$ cat config.mk
export PLATFORM = sky130hd
export DESIGN_NAME = matrix_writer
export DESIGN_NICKNAME = d
export VERILOG_FILES = /design/src/rtl/matrix_writer.sv
export SDC_FILE = /design/constraint.sdc
export NUM_CORES = 1
export LEC_CHECK = 0
export CORE_AREA = 2 2 141 143
export DETAILED_ROUTE_END_ITERATION = 10
export DIE_AREA = 0 0 143 145
export PLACE_DENSITY = 0.6
export SYNTH_ARGS = -nofsm -noshare
export SYNTH_HDL_FRONTEND = slang
export SYNTH_SLANG_ARGS = --single-unit
$ cat constraint.sdc
create_clock -name clk -period 4.82 [get_ports clk]
set_input_delay 0.482 -clock clk [delete_from_list [all_inputs] [get_ports clk]]
set_output_delay 0.482 -clock clk [all_outputs]
set_load 0.01 [all_outputs]
$ cat src/rtl/matrix_writer.sv
// matrix_writer: stores one parsed matrix into its BRAM block.
//
// Consumes the number stream rows m, cols n, then m*n elements row-major, and
// writes a header word {16'h0, n, m} at base = matrix_id*BLOCK_SIZE followed by
// the elements at base+1 onwards, through BRAM write port A.
//
// Optional feature macro: MATRIX_WRITER_ZERO_PAD_EN
//   defined   - a stream that ends (num_last) before m*n elements has its
//               remaining words written with 0, then completes normally.
//   undefined - such a short stream ends in an error pulse.
//
// Ports:
//   clk, rst            clock, synchronous active-high reset
//   start, matrix_id    begin a write into block matrix_id (sampled in idle)
//   num_data/valid/last number stream in; num_ready is the accept handshake
//   bram_we/addr/wdata  registered BRAM write port
//   busy                high whenever not idle
//   done, error         one-cycle completion / failure pulses
//   rows_out, cols_out  dimensions of the last successfully written matrix
module matrix_writer #(
    parameter int unsigned BLOCK_SIZE = 1152,
    parameter int unsigned ADDR_WIDTH = 14,
    parameter int unsigned MAX_DIM    = 32
) (
    input  logic                  clk,
    input  logic                  rst,
    input  logic                  start,
    input  logic [2:0]            matrix_id,
    input  logic [31:0]           num_data,
    input  logic                  num_valid,
    input  logic                  num_last,
    output logic                  num_ready,
    output logic                  bram_we,
    output logic [ADDR_WIDTH-1:0] bram_addr,
    output logic [31:0]           bram_wdata,
    output logic                  busy,
    output logic                  done,
    output logic                  error,
    output logic [7:0]            rows_out,
    output logic [7:0]            cols_out
);

    localparam logic [7:0]            MaxDim    = 8'(MAX_DIM);
    localparam logic [ADDR_WIDTH-1:0] BlockAddr = ADDR_WIDTH'(BLOCK_SIZE);

    typedef enum logic [3:0] {
        StIdle,
        StGetM,
        StGetN,
        StCheck,
        StWriteHdr,
        StWriteData,
        StFinish,
        StDone,
        StError,
        StPad
    } state_e;

    state_e                  state_q, state_d;
    logic [ADDR_WIDTH-1:0]   base_q, base_d;
    logic [7:0]              m_q, m_d;
    logic [7:0]              n_q, n_d;
    logic                    hi_bad_q, hi_bad_d;   // upper bits of m or n were nonzero
    logic [10:0]             total_q, total_d;
    logic [10:0]             idx_q, idx_d;
    logic                    final_last_q, final_last_d; // final element carried num_last
    logic                    num_ready_q, num_ready_d;
    logic                    bram_we_q, bram_we_d;
    logic [ADDR_WIDTH-1:0]   bram_addr_q, bram_addr_d;
    logic [31:0]             bram_wdata_q, bram_wdata_d;
    logic                    busy_q, busy_d;
    logic                    done_q, done_d;
    logic                    error_q, error_d;
    logic [7:0]              rows_q, rows_d;
    logic [7:0]              cols_q, cols_d;

    logic                    xfer;
    logic                    idx_at_end;
    logic                    dims_bad;
    logic [ADDR_WIDTH-1:0]   data_addr;

    assign xfer       = num_valid && num_ready_q;
    assign idx_at_end = (idx_q == total_q - 11'd1);
    assign dims_bad   = (m_q == 8'd0) || (n_q == 8'd0) || (m_q > MaxDim) || (n_q > MaxDim) ||
                        hi_bad_q;
    assign data_addr  = base_q + ADDR_WIDTH'(idx_q) + ADDR_WIDTH'(1);

    always_comb begin
        state_d      = state_q;
        base_d       = base_q;
        m_d          = m_q;
        n_d          = n_q;
        hi_bad_d     = hi_bad_q;
        total_d      = total_q;
        idx_d        = idx_q;
        final_last_d = final_last_q;
        bram_we_d    = 1'b0;
        bram_addr_d  = bram_addr_q;
        bram_wdata_d = bram_wdata_q;
        rows_d       = rows_q;
        cols_d       = cols_q;

        unique case (state_q)
            StIdle: begin
                if (start) begin
                    base_d  = ADDR_WIDTH'(matrix_id) * BlockAddr;
                    state_d = StGetM;
                end
            end
            StGetM: begin
                if (xfer) begin
                    m_d      = num_data[7:0];
                    hi_bad_d = |num_data[31:8];
                    // A stream that ends on m carries no matrix at all.
                    state_d  = num_last ? StError : StGetN;
                end
            end
            StGetN: begin
                if (xfer) begin
                    n_d      = num_data[7:0];
                    hi_bad_d = hi_bad_q | (|num_data[31:8]);
                    state_d  = StCheck;
                end
            end
            StCheck: begin
                if (dims_bad) begin
                    state_d = StError;
                end else begin
                    total_d = {3'b000, m_q} * {3'b000, n_q};
                    idx_d   = 11'd0;
                    state_d = StWriteHdr;
                end
            end
            StWriteHdr: begin
                bram_we_d    = 1'b1;
                bram_addr_d  = base_q;
                bram_wdata_d = {16'h0000, n_q, m_q};
                state_d      = StWriteData;
            end
            StWriteData: begin
                if (xfer) begin
                    bram_we_d    = 1'b1;
                    bram_addr_d  = data_addr;
                    bram_wdata_d = num_data;
                    idx_d        = idx_q + 11'd1;
                    if (idx_at_end) begin
                        final_last_d = num_last;
                        state_d      = StFinish;
                    end else if (num_last) begin
`ifdef MATRIX_WRITER_ZERO_PAD_EN
                        state_d = StPad;
`else
                        state_d = StError;
`endif
                    end
                end
            end
`ifdef MATRIX_WRITER_ZERO_PAD_EN
            StPad: begin
                bram_we_d    = 1'b1;
                bram_addr_d  = data_addr;
                bram_wdata_d = 32'h0;
                idx_d        = idx_q + 11'd1;
                if (idx_at_end) begin
                    // Stream already ended, so the excess check in finish must pass.
                    final_last_d = 1'b1;
                    state_d      = StFinish;
                end
            end
`endif
            StFinish: begin
                // An unflagged final element followed by more data means too many numbers.
                state_d = (!final_last_q && num_valid) ? StError : StDone;
            end
            StDone: begin
                state_d = StIdle;
            end
            StError: begin
                state_d = StIdle;
            end
            default: begin
                state_d = StIdle;
            end
        endcase

        // Status outputs are registered from the next state so they line up with it.
        if (state_d == StDone) begin
            rows_d = m_q;
            cols_d = n_q;
        end
        done_d      = (state_d == StDone);
        error_d     = (state_d == StError);
        busy_d      = (state_d != StIdle);
        num_ready_d = (state_d == StGetM) || (state_d == StGetN) || (state_d == StWriteData);
    end

    always_ff @(posedge clk) begin
        if (rst) begin
            state_q      <= StIdle;
            base_q       <= '0;
            m_q          <= 8'd0;
            n_q          <= 8'd0;
            hi_bad_q     <= 1'b0;
            total_q      <= 11'd0;
            idx_q        <= 11'd0;
            final_last_q <= 1'b0;
            num_ready_q  <= 1'b0;
            bram_we_q    <= 1'b0;
            bram_addr_q  <= '0;
            bram_wdata_q <= 32'h0;
            busy_q       <= 1'b0;
            done_q       <= 1'b0;
            error_q      <= 1'b0;
            rows_q       <= 8'd0;
            cols_q       <= 8'd0;
        end else begin
            state_q      <= state_d;
            base_q       <= base_d;
            m_q          <= m_d;
            n_q          <= n_d;
            hi_bad_q     <= hi_bad_d;
            total_q      <= total_d;
            idx_q        <= idx_d;
            final_last_q <= final_last_d;
            num_ready_q  <= num_ready_d;
            bram_we_q    <= bram_we_d;
            bram_addr_q  <= bram_addr_d;
            bram_wdata_q <= bram_wdata_d;
            busy_q       <= busy_d;
            done_q       <= done_d;
            error_q      <= error_d;
            rows_q       <= rows_d;
            cols_q       <= cols_d;
        end
    end

    assign num_ready  = num_ready_q;
    assign bram_we    = bram_we_q;
    assign bram_addr  = bram_addr_q;
    assign bram_wdata = bram_wdata_q;
    assign busy       = busy_q;
    assign done       = done_q;
    assign error      = error_q;
    assign rows_out   = rows_q;
    assign cols_out   = cols_q;

endmodule

==> results of run 1 <==
-- sequential cells by signal, summed over array words and instances, names as in the netlist --
name and cells:
busy 1, done 1, cols_out 8, idx_q 11
total_q 11, bram_we 1, error 1, m_q 8
final_last_q 1, bram_addr 14, bram_wdata 32, hi_bad_q 1
n_q 8, num_ready 1, state_q 4, rows_out 8
base_q 3
-- worst paths after layout --
check                                                   to  cells past startpoint  slack (ps)
worst max-delay path               total_q[9]$_SDFFE_PP0P_                     14         490
worst min-delay path            bram_addr[12]$_SDFFE_PP0P_                      2         450
worst max register to register     total_q[9]$_SDFFE_PP0P_                     14         490
worst min register to register  bram_addr[12]$_SDFFE_PP0P_                      2         450
-- cells in the mapped netlist (5+ instances only) --
cell      number  area [µm²]
a211oi_1       7        52.6
a21oi_1       55         275
a22o_1        16         140
a311oi_1      17         149
and2_1        31         194
and3_1         5        31.3
clkbuf_1      47         176
dfxtp_1      114        2280
fa_1          28         561
ha_1          26         325
inv_1         44         165
mux2i_1       21         210
nand2_1      127         477
nand2b_1       6        37.5
nand3_1       13        65.1
nand4_1        5        31.3
nor2_1        81         304
nor2b_1        6        37.5
nor3_1        17        85.1
nor4_1         9        56.3
o211ai_1       7        52.6
o21ai_0       11        55.1
xnor2_1       23         201
xor2_1        16         140
-- worst max-delay path, cell delays in order (launching register included) --
cell,delay (ps)
dfxtp_1,450
and2_1,250
fa_1,430
fa_1,560
inv_1,50
fa_1,460
fa_1,540
inv_1,40
ha_1,330
o21ai_0,120
a21boi_0,250
o21a_1,140
nor2_1,50
or4b_1,460
o311ai_1,100
-- layout make-up --
type	instances	area (µm²)
Clock inverter	14	154
Clock buffer	18	439
Tap cell	265	332
Timing Repair Buffer	115	1130
Multi-Input combinational cell	580	3920
Fill cell	1894	10800
Inverter	44	165
Sequential cell	114	2280
-- power groups by stage --
stage	registers [µW]	clock network, µW	logic (µW)
global placement	983	0	103
global route	964	1320	113
CTS	963	1280	104
finish	963	1260	103
detailed placement	983	0	103
floorplan	976	0	48.4
-- layer usage --
| layer | wire (µm) | vias up | GRT usage, % | share of wire (%) |
|---|---|---|---|---|
| li1 | - | 2864 | - | - |
| met1 | 8590 | 2724 | 24.2 | 48 |
| met2 | 8100 | 137 | 27.8 | 45 |
| met3 | 1040 | 17 | 4.39 | 5.8 |
| met4 | 209 | 0 | 4.60 | 1.2 |
| met5 | 0 | - | 0 | 0 |
-- cell usage in the layout (no fill, tap or decap), drive strengths merged, types with 3 or more instances in the layout --
cell type / count
o31ai: 3
nand3: 13
fa: 28
clkbuf: 18
a22o: 16
and3: 5
clkinvlp: 3
inv: 48
nor4: 9
or3: 4
clkinv: 5
nand4: 5
dfxtp: 114
nand3b: 3
ha: 26
xor2: 16
nor2: 82
and2: 31
xnor2: 23
a311oi: 17
buf: 10
a22oi: 4
a21oi: 55
and4: 3
nor2b: 6
clkdlybuf4s50: 105
nor3b: 3
o211ai: 7
a211oi: 8
mux2i: 21
nand2b: 6
nand2: 127
o21ai: 12
or4: 3
nor3: 17
a31oi: 3
-- metrics by stage --
| stage | util [%] | instance area (µm²) | hold WS, ps | instances |
|---|---|---|---|---|
| final | 43.8 | 8420 | 452 | 1150 |
| after global routing | 43.8 | 8420 | 478 | 1150 |
| after CTS | 43.8 | 8420 | 454 | 1150 |
| after detailed placement | 40.8 | 7830 | 446 | 1118 |
| after global placement | 40.8 | 7830 | 443 | 1118 |
| after floorplan | - | 6580 | 458 | 794 |
-- kinds of logic after synthesis --
kind of cell,after synthesis,synth area share (%)
DFF,114,34.7
adders and majority gates,54,13.5
AOI/OAI and AO/OA,140,14.2
buffers and inverters,100,5.97
and+or+nand+nor,325,23.1
xor gates and xnor gates,39,5.19
muxes,22,3.36
==> impl_metrics.csv, run 1 <==
group,metric,value,unit
routing,drt_first_pass_iters,5,
power,swShare,23.7,%
die,floorplan.die.height,145,µm
setup_path,critical_path.endpoint_type,"flop",
clock_tree,cts_resized,0,
die,die_w,143,µm
synthesis,synthesis.yosys.warnings,0,
synthesis,netlist_instances,794,
cells_and_area,area_growth,27.9,%
power,total_power,2330,µW
timing,minimum_clock_period_after_layout,4330,ps
timing,headroom_to_the_max_slew_limit,25.8,%
clock_tree,cts_hold_repair.buffers,0,
power,internal_power,1780,µW
clock_tree,clkLatencyLatePin,430,ps
clock_tree,cts.htree.levels,4,
global_route,gr-usage-all-layers,17.7,%
power,power-per-cell-area,277,nW/µm²
die,die-area,20700,µm²
global_route,grt_pass1_wl,29300,µm
routing,avgViaCountPerCell,4.99,
power,p_leak,0.00321,µW
global_route,largest_net_degree_at_the_start_of_global_routing,55,
clock_tree,cts.reportedPaths.clkPinSlew,60,ps
synthesis,synth.cell_area,6580,µm²
synthesis,ys.flop_type,"dfxtp_1",
routing,vias,5742,
placed_design,dp.final_hpwl,12900,µm
routing,drt_iter0_markers,328,
synthesis,synth_area_per_cell,8.29,µm²
timing,finalClockSkew,8.18,ps
power,comb_power_share,4.4,%
timing,timing.final.hold_violations,0,
cells_and_area,n_antenna_cell,0,
timing,grt_setup_unrepaired,"false",
synthesis,synth_cell_type_count,58,
synthesis,asyncSetResetFlopFracSynth,0,%
setup_path,worstSetupStartpointType,"flop",
clock_tree,clk_root_buffer_cell,"clkbuf_16",
power,clock_power_share,54.2,%
synthesis,postSynthNetCount,888,
global_route,initial_antenna_violation_count,0,
synthesis,yosys_register_bits,114,
power,sequential_power_share,41.3,%
routing,routed_wire_length_per_instance,15.6,µm
setup_path,worst_path_fanout_max,12,
routing,remaining_drc_errors,0,
die,rows,51,
cells_and_area,nets,966,
die,io_pins,107,
clock_tree,post-cts-setup-buffers,0,
timing,maxClockFrequency,0.231,GHz
timing,maxSlewViolCount,0,
timing,fin_setup_tns,0,ps
clock_tree,cts_num_sinks,114,
setup_path,cp.required,5150,ps
placed_design,io_buffers,106,
die,core_area,19200,µm²
clock_tree,cts.path.max_buffers,2,
cells_and_area,drive_gt1_share,5.65,%
synthesis,synth-seq-area-share,34.7,%
setup_path,critPathArrivalTime,4650,ps
placed_design,placement.setup.worst_slack,505,ps
power,vdd_drop_max,130,µV
routing,drt-total-wl,17900,µm
worst_hold_path,min-delay-path-class,"reg -> reg",
setup_path,r2r-start,"n_q[3]$_SDFFE_PP0P_",
clock_tree,cts_made_buffers,17,
setup_path,critical_path.startpoint,"n_q[3]$_SDFFE_PP0P_",
flow_run,max_cap_viol_count,0,
clock_tree,tritoncts_clock_tree,"built",
worst_hold_path,min_from,"bram_addr[12]$_SDFFE_PP0P_",
power,total_switching_power,552,µW
timing,final.period_utilization,89.8,%
timing,timing.final.setup_violations,0,
timing,worst_slew_pin_slew,1110,ps
global_route,grt_overflow_total,0,
placed_design,globalplace.congestion,0.869,
setup_path,worstSetupPathType,"reg -> reg",
routing,route.antenna.remaining_nets,0,
status,outcome,"finished clean",
synthesis,synth_edf_count,0,
timing,post-route-worst-setup-slack,491,ps
global_route,first_global_vias,5645,
die,initial_core_util,34.3,%
Note: power is estimated with default switching activity, not from simulation.
==> run 2, diff against run 1 <==
Settings changed: DONT_BUFFER_PORTS set to 1, PLACE_DENSITY 0.6 to 0.53.
==> run 2 against run 1 <==
Against the previous run: sequential power is essentially flat; maximum frequency rose by 0.32%; die area did not move; global-route usage decreased by 0.32 points; critical endpoint unchanged; worst hold slack got worse by 330 ps.
==> impl_metrics.csv, run 2 (same netlist as run 1, synthesis figures left out) <==
group,metric,value,unit
setup_path,critical_path.endpoint_type,"flop",
routing,route.antenna.remaining_nets,0,
die,initial_core_util,34.3,%
routing,drt_iter0_markers,225,
setup_path,r2r-start,"m_q[0]$_SDFFE_PP0P_",
setup_path,worstSetupPathType,"reg -> reg",
setup_path,critPathArrivalTime,4650,ps
clock_tree,clk_root_buffer_cell,"clkbuf_16",
die,rows,51,
worst_hold_path,min-delay-path-class,"in -> reg",
clock_tree,cts.path.max_buffers,2,
global_route,gr-usage-all-layers,17.4,%
die,floorplan.die.height,145,µm
global_route,grt_pass1_wl,28100,µm
setup_path,crit_top_cell,"fa_1",
setup_path,timing.critical_path.slowest_cell_delay,560,ps
clock_tree,tritoncts_clock_tree,"built",
clock_tree,cts_hold_repair.buffers,0,
placed_design,globalplace.congestion,0.853,
cells_and_area,area_growth,11.6,%
clock_tree,clkLatencyLatePin,430,ps
placed_design,detailed_place.area,6750,µm²
placed_design,dp.final_hpwl,12600,µm
power,p_leak,0.00281,µW
cells_and_area,mostFrequentLayoutCells,"127 x nand2_1, 114 x dfxtp_1, 80 x nor2_1",
status,outcome,"finished clean",
worst_hold_path,worst_hold_path.num_cells,1,
routing,vias,5414,
timing,timing.final.setup_violations,0,
timing,timing.final.hold_violations,0,
setup_path,worst_path_fanout_max,12,
clock_tree,cts_resized,0,
cells_and_area,drive_gt1_share,5.93,%
clock_tree,cts_made_buffers,17,
placed_design,io_buffers,0,
cells_and_area,seq_area,2280,µm²
die,die_w,143,µm
clock_tree,post-cts-setup-buffers,0,
timing,headroom_to_the_max_slew_limit,30.0,%
power,vdd_drop_max,166,µV
power,total_power,2280,µW
global_route,first_global_vias,5043,
timing,final.period_utilization,89.5,%
clock_tree,cts.htree.levels,4,
setup_path,regToRegSetupSlack,500,ps
timing,fin_setup_tns,0,ps
routing,drt-total-wl,17700,µm
timing,minimum_clock_period_after_layout,4320,ps
power,power-per-cell-area,310,nW/µm²
cells_and_area,multi_input_combinational_cell_area,3920,µm²
timing,maxSlewViolCount,0,
setup_path,top_cell_family_by_delay_on_the_critical_path,"adder cells",
cells_and_area,postLayoutCellArea,7350,µm²
timing,worst_slew_pin_slew,1050,ps
cells_and_area,nets,857,
die,io_pins,107,
flow_run,max_cap_viol_count,0,
global_route,largest_net_degree_at_the_start_of_global_routing,103,
setup_path,critical-path-slowest-cell,"dfxtp_1",
cells_and_area,max_reg_flops,32,
routing,routed_wire_length_per_instance,17.0,µm
routing,remaining_drc_errors,0,
global_route,initial_antenna_violation_count,0,
setup_path,timing.critical_path.cells,"nand2_1 > fa_1 > fa_1 > inv_1 > fa_1 > fa_1 > ha_1 > a21boi_0 > o21a_1 > nor2_1 > or4b_1 > o311ai_1",
timing,maxClockFrequency,0.232,GHz
routing,drt_first_pass_iters,4,
setup_path,reg2regPathDepth,12,
cells_and_area,nFillCells,2000,
setup_path,cp.required,5150,ps
setup_path,crit_buf_inv,1,
cells_and_area,layout.cells.most_common,"nand2_1",
routing,avgViaCountPerCell,5.20,
global_route,grt_overflow_total,0,
timing,grt_setup_unrepaired,"false",
worst_hold_path,min_from,"rst",
die,die-area,20700,µm²
clock_tree,cts_num_sinks,114,
die,core_area,19200,µm²
clock_tree,cts.reportedPaths.clkPinSlew,50,ps
worst_hold_path,whs_endpoint,"bram_addr[13]$_SDFFE_PP0P_",
cells_and_area,n_antenna_cell,0,
setup_path,crit-reg2reg-capture,"total_q[9]$_SDFFE_PP0P_",
setup_path,worstSetupStartpointType,"flop",
timing,finalClockSkew,7.41,ps
[run 2: cell count changes in the layout (fill, tap and decap cells not counted)]
| cell | previous run | this run |
|---|---|---|
| buf_4 | 10 | 6 |
| clkbuf_8 | 1 | 3 |
| clkdlybuf4s50_1 | 105 | 0 |
| clkinv_2 | 2 | 3 |
| clkinv_4 | 3 | 2 |
| clkinvlp_4 | 3 | 4 |
| inv_6 | 4 | 1 |
[run 2: through the flow]
step                instances  setup slack [ps]  utilization, %  hold WS, ps
floorplan                 794               689               -          458
global placement         1009               588            35.1          480
detailed placement       1009               533            35.1          486
CTS                      1041               500            38.2          116
global route             1041               179            38.2          110
finish                   1041               505            38.2          122
[run 2: final cells by class]
| class | instances | area share, % |
|---|---|---|
| Clock buffer | 20 | 6.35 |
| Clock inverter | 12 | 1.79 |
| Inverter | 44 | 2.25 |
| Multi-Input combinational cell | 580 | 53.4 |
| Sequential cell | 114 | 31.1 |
| Tap cell | 265 | 4.51 |
| Timing Repair Buffer | 6 | 0.613 |
[run 2: report_power, final]
| part | internal [µW] | total, µW | leakage, µW | switching (µW) |
|---|---|---|---|---|
| combinational | 17.3 | 42.9 | 0.00161 | 25.6 |
| sequential | 950 | 965 | 0.000919 | 14.6 |
| clock | 800 | 1270 | 0.000284 | 469 |
| total | 1770 | 2280 | 0.00281 | 509 |
[run 2: worst max path at each step]
stage | slack [ps] | endpoint | depth (start not counted) | startpoint
floorplan | 690 | total_q[9]$_SDFFE_PP0P_ | 15 | n_q[4]$_SDFFE_PP0P_
global placement | 590 | total_q[9]$_SDFFE_PP0P_ | 12 | m_q[0]$_SDFFE_PP0P_
detailed placement | 530 | total_q[9]$_SDFFE_PP0P_ | 12 | m_q[0]$_SDFFE_PP0P_
CTS | 500 | total_q[9]$_SDFFE_PP0P_ | 14 | n_q[3]$_SDFFE_PP0P_
global route | 180 | total_q[9]$_SDFFE_PP0P_ | 14 | m_q[1]$_SDFFE_PP0P_
finish | 500 | total_q[9]$_SDFFE_PP0P_ | 12 | m_q[0]$_SDFFE_PP0P_
[run 2: per-layer routing]
metal  GRT usage, %  share of wire [%]  up-vias
li1               -                  -     2645
met1           23.9                 46     2592
met2           26.0                 44      158
met3           4.65                8.3       19
met4           6.39                1.5        0
met5              0                  0        -
